[src/rtl/maxpool_2x2.sv]
// -----------------------------------------------------------------------------
// maxpool_2x2
//   2x2, stride-2 signed max-pooling stage fed by a line buffer column stream.
//   Each valid beat carries a vertically aligned pixel pair. On even beat-rows
//   the pair max of an even column is held; the following odd column closes the
//   window and the pooled value is emitted one clock later. Odd beat-rows, a
//   trailing odd column and a trailing odd image row are consumed silently.
//
// Ports
//   clk        in   rising-edge clock
//   rst_n      in   asynchronous active-low reset
//   d_in1      in   current-row pixel (signed, DATA_W)
//   d_in2      in   previous-row pixel, same column (signed, DATA_W)
//   in_valid   in   beat qualifier; every beat is accepted
//   d_out      out  pooled maximum, held while out_valid is low
//   out_valid  out  one-cycle pulse per completed 2x2 window
//   frame_done out  one-cycle pulse after the last beat of a frame
// -----------------------------------------------------------------------------
module maxpool_2x2 #(
   parameter int DATA_W = 32,
   parameter int IMG_W  = 28,
   parameter int IMG_H  = 28
) (
   input  logic              clk,
   input  logic              rst_n,
   input  logic [DATA_W-1:0] d_in1,
   input  logic [DATA_W-1:0] d_in2,
   input  logic              in_valid,
   output logic [DATA_W-1:0] d_out,
   output logic              out_valid,
   output logic              frame_done
);

   // Column counter spans 0..IMG_W-1, row counter spans 0..IMG_H-2.
   localparam int COL_W = (IMG_W > 1) ? $clog2(IMG_W) : 1;
   localparam int ROW_W = (IMG_H > 1) ? $clog2(IMG_H) : 1;

   localparam logic [COL_W-1:0] COL_LAST = COL_W'(IMG_W - 1);
   localparam logic [ROW_W-1:0] ROW_LAST = ROW_W'(IMG_H - 2);

   logic [COL_W-1:0] col_q, col_d;
   logic [ROW_W-1:0] row_q, row_d;

   logic signed [DATA_W-1:0] pix_cur;
   logic signed [DATA_W-1:0] pix_prev;
   logic signed [DATA_W-1:0] vmax;
   logic signed [DATA_W-1:0] wmax;
   logic signed [DATA_W-1:0] hold_q, hold_d;
   logic signed [DATA_W-1:0] dout_q, dout_d;

   logic out_valid_q, out_valid_d;
   logic frame_done_q, frame_done_d;

   logic col_last;
   logic row_last;
   logic row_active;

   // Treat both inputs as two's complement so the compares are signed.
   assign pix_cur  = $signed(d_in1);
   assign pix_prev = $signed(d_in2);

   assign vmax = (pix_cur > pix_prev) ? pix_cur : pix_prev;
   assign wmax = (hold_q > vmax) ? hold_q : vmax;

   assign col_last   = (col_q == COL_LAST);
   assign row_last   = (row_q == ROW_LAST);
   // Even beat-rows pair image rows (row, row+1); odd beat-rows straddle two
   // windows and are skipped.
   assign row_active = ~row_q[0];

   // NOTE: every signal driven here gets a default first, so no path leaves a
   // value unassigned and no latch is inferred.
   always_comb begin
      col_d        = col_q;
      row_d        = row_q;
      hold_d       = hold_q;
      dout_d       = dout_q;
      out_valid_d  = 1'b0;
      frame_done_d = 1'b0;

      if (in_valid) begin
         if (col_last) begin
            col_d = '0;
            row_d = row_last ? '0 : row_q + ROW_W'(1);
         end else begin
            col_d = col_q + COL_W'(1);
         end

         if (row_active) begin
            if (!col_q[0]) begin
               // Left half of a window; a trailing odd column lands here too
               // and is simply overwritten by the next window.
               hold_d = vmax;
            end else begin
               dout_d      = wmax;
               out_valid_d = 1'b1;
            end
         end

         frame_done_d = col_last & row_last;
      end
   end

   // NOTE: state registers use non-blocking assignments so every flop samples
   // the pre-edge value of the others, independent of statement order.
   always_ff @(posedge clk or negedge rst_n) begin
      if (!rst_n) begin
         col_q        <= '0;
         row_q        <= '0;
         hold_q       <= '0;
         dout_q       <= '0;
         out_valid_q  <= 1'b0;
         frame_done_q <= 1'b0;
      end else begin
         col_q        <= col_d;
         row_q        <= row_d;
         hold_q       <= hold_d;
         dout_q       <= dout_d;
         out_valid_q  <= out_valid_d;
         frame_done_q <= frame_done_d;
      end
   end

   assign d_out      = dout_q;
   assign out_valid  = out_valid_q;
   assign frame_done = frame_done_q;

endmodule

[config.mk]
export PLATFORM = sky130hd
export DESIGN_NAME = maxpool_2x2
export DESIGN_NICKNAME = d
export VERILOG_FILES = /design/src/rtl/maxpool_2x2.sv
export SDC_FILE = /design/constraint.sdc
export NUM_CORES = 1
export LEC_CHECK = 0
export BUFFER_PORTS_ARGS = -buffer_cell sky130_fd_sc_hd__buf_2
export CORE_ASPECT_RATIO = 0.8
export CORE_UTILIZATION = 40
export CTS_CLUSTER_DIAMETER = 50
export DETAILED_ROUTE_END_ITERATION = 7
export PLACE_DENSITY = 0.71
export SLEW_MARGIN = 40
export SYNTH_ARGS = -nofsm -noshare
export SYNTH_HDL_FRONTEND = slang
export SYNTH_SLANG_ARGS = --single-unit
[constraint.sdc]
create_clock -name clk -period 2.4 [get_ports clk]
set_clock_uncertainty 0.1 [all_clocks]
set_input_delay 0.12 -clock clk [delete_from_list [all_inputs] [get_ports clk]]
set_output_delay 0.12 -clock clk [all_outputs]
set_load 0.02 [all_outputs]
==> results_dict.tcl <==
set metrics [dict create \
    drive_gt1_frac 0.498 \
    cts_buffer_depth 2 \
    setup_ws_ns -1.97 \
    end_kind "register" \
    cp-start-kind "primary input" \
    synth_ff_type "dfrtp_1" \
    yosysSeqAreaShare 0.327 \
    slew_violations 0 \
    clk_pin_slew_worst_paths_ns 0.06 \
    synthTopCellsByArea "dfrtp_1 (33%), ha_1 (14%), o221ai_2 (5.2%)" \
    placedCellCount 1045 \
    cp.arrival_ns 4.51 \
    violations "setup timing" \
    yosysWarnings 0 \
    synth_area_sq_um 5820 \
    leakage_nw 4.28 \
    period_needed_ns 4.37 \
    post_layout_nonfiller_instances 1089 \
    layout_commonest_cell "buf_4" \
    dieArea_sq_um 15000 \
    synthMuxAreaShare 0.00559 \
    ir_worst_vdd_mv 0.776 \
    r2r_cells 11 \
    max_freq_ghz 0.229 \
    synth_compound_area_frac 0.293 \
    synth.avg_cell_area_sq_um 9.13 \
    synth.largest_area_cell "dfrtp_1" \
    pre_cts_ws_ns -2.17 \
    layout_common_cells "buf_4 (165), nand2_1 (76), dfrtp_1 (76), buf_2 (76), ha_1 (40)" \
    htreeDepth 3 \
    ios 101 \
    synthAdderAreaFrac 0.144 \
    synth_top_family_by_area "compound AO/OA/AOI/OAI gates" \
    crit_path_max_fanout 8 \
    required_ns 2.54 \
    viasPerCell 5.76 \
    hold_end "col_q[0]$_DFFE_PN0P_" \
    synth-xor-area-share 0 \
    holdCritStartpoint "in_valid" \
    status "finished, violations left" \
    wl_per_cell_microns 18.6 \
    fill_cells 1040 \
    rows 39 \
    yosys.area_share.simple 0.157 \
    synth_edf_count 0 \
    max-slew-margin-rel 0.523 \
    fin_crit_sh 1.82 \
    finalNetCount 1034 \
    drv_cap 0 \
    powerDensity_nw_per_um2 1020 \
    synthCells 637 \
    die_w_microns 137 \
    cts-buffers-inserted 9 \
    dp_hpwl_mm 13.5 \
    r2r-start "hold_q[7]$_DFFE_PN0P_" \
    drc 0 \
    critical_path_class "in -> reg" \
    antenna_found_initial 0 \
    cp_cell_sequence "buf_8, inv_4, ha_4, nand4_1, nor4_4, buf_4, o41ai_4, buf_4, a211o_4, buf_12, o221ai_4, ha_4, a21oi_2, o21ai_1, a221o_1, o31ai_2, nand3_2, mux2_4, buf_12, buf_16, o31ai_2" \
    min_path_type "in -> reg" \
    cp_slowest_stage_delay_ns 0.38 \
    ff2ff_setup_slack_ns -0.43 \
    grt_pass1_vias 6330 \
    total_power_mw 9.76 \
    finalSetupViolCount 54 \
    cts-root-buf "clkbuf_16" \
    r2r-end "d_out[26]$_DFFE_PN0P_" \
    finalHoldViolations 0 \
    rsz0062_at_grt "yes" \
    ys_seq_elements 76 \
    yosysUniqueCellTypes 55 \
    die_y_microns 110 \
    cts.sinks 76 \
    antenna_cells 0 \
    crit_slowest_cell "mux2_4" \
    synthArstFlopShare 1.00 \
    start_util 0.408 \
    grt_overflow 0 \
    area_delta_synth_final_pct 64.6 \
    dr.pass1.iters 5 \
    synth_nets 771 \
    grt.total_usage 0.265 \
    tightest_slew_ns 0.716 \
    detail-route-antenna-nets 0 \
    synth_top_area_share 0.327 \
    num_vias 6277 \
    tns_ns -63.12 \
    routed_wl_mm 20.2 \
    first_iter_violations 400 \
    cts_tree "done" \
    hold_path_depth 2 \
    core_area_sq_um 14200 \
    place.gp.congestion 0.906 \
    io_buffers 100 \
    clock_latency_ns 0.34 \
    grt_max_degree 77 \
    grt_pass1_wl_mm 31.2 \
]
==> worst max path at each step <==
stage / cells after the start / start / slack (ns) / endpoint
after floorplan: 20 / d_in2[10] / -1.65 / d_out[0]$_DFFE_PN0P_
final: 21 / d_in2[22] / -1.97 / d_out[26]$_DFFE_PN0P_
after detailed placement: 22 / d_in2[23] / -2.17 / d_out[16]$_DFFE_PN0P_
after global placement: 22 / d_in2[23] / -1.97 / d_out[24]$_DFFE_PN0P_
after global routing: 21 / d_in2[19] / -2.09 / d_out[5]$_DFFE_PN0P_
after CTS: 20 / d_in1[22] / -1.73 / d_out[18]$_DFFE_PN0P_
==> synthesized netlist by cell type (all sizes together), types with 2 or more instances <==
| cell type | instances |
|---|---|
| a211o | 9 |
| a21o | 11 |
| a21oi | 38 |
| a311o | 3 |
| a31oi | 30 |
| and2 | 32 |
| and4 | 2 |
| buf | 17 |
| clkbuf | 23 |
| dfrtp | 76 |
| ha | 67 |
| inv | 37 |
| mux2 | 2 |
| nand2 | 76 |
| nand3 | 14 |
| nand4 | 15 |
| nor2 | 12 |
| nor2b | 3 |
| nor3 | 11 |
| nor3b | 2 |
| nor4 | 3 |
| o211ai | 3 |
| o21ai | 41 |
| o221ai | 28 |
| o22ai | 30 |
| o31ai | 34 |
| or2 | 3 |
| or3 | 3 |
==> logic make-up after synthesis <==
logic type	Yosys count
muxes	3
DFF	76
AOI/OAI and AO/OA	233
buffers and inverters	78
and+or+nand+nor	180
adders and majority gates	67
==> metrics by stage <==
stage / utilization / hold slack, ns / area [sq um]
floorplan: - / -0.276 / 6170
global placement: 0.554 / 0.227 / 7900
global route: 0.672 / 0.0620 / 9570
detailed placement: 0.554 / 0.0958 / 7900
finish: 0.672 / 0.0371 / 9570
CTS: 0.620 / 0.0277 / 8830
==> report_power, final <==
group	switching [mW]	leakage (nW)	total [mW]	internal (mW)
sequential	0.459	0.934	2.33	1.87
clock	0.575	0.142	1.39	0.810
combinational	3.17	3.20	6.05	2.88
==> metal layers <==
metal | GRT usage | vias to the layer above | wire [microns]
met3 | 0.0447 | 33 | 999
met5 | 0 | - | 0
met2 | 0.458 | 205 | 10100
met1 | 0.344 | 3070 | 8820
li1 | - | 2969 | -
met4 | 0.0659 | 0 | 331
==> area by class of cell <==
cell class              instances  area, sq um  share of cell area
well taps                     184          230              0.0240
repair buffers                291         2330               0.243
clock inverters                 7         76.3             0.00797
clock buffers                   9          225              0.0235
inverters                      38          190              0.0199
multi-input cells             484         4620               0.483
flip-flops and latches         76         1900               0.199
==> sequential cells by signal (all words and copies together) (netlist names) <==
register / cells
d_out: 32
hold_q: 32
col_q: 5
row_q: 5
frame_done: 1
out_valid: 1
==> timing repair <==
action                                  in CTS  in global routing
cloned                                       5                  0
hold endpoints to repair                    76                  0
gates resized for setup                     69                119
endpoints found under the setup margin      46                 61
hold buffers                                 1                  0
pin swaps                                   15                 40
setup buffers                               14                 13
==> critical path: cells and delay by family <==
family	cells	cell delay [ns]
compound gates	8	1.81
buf+inv	7	0.91
fa+ha+maj	2	0.51
mux	1	0.38
simple gates	3	0.76
No activity file was read; power rests on OpenSTA's default activity.
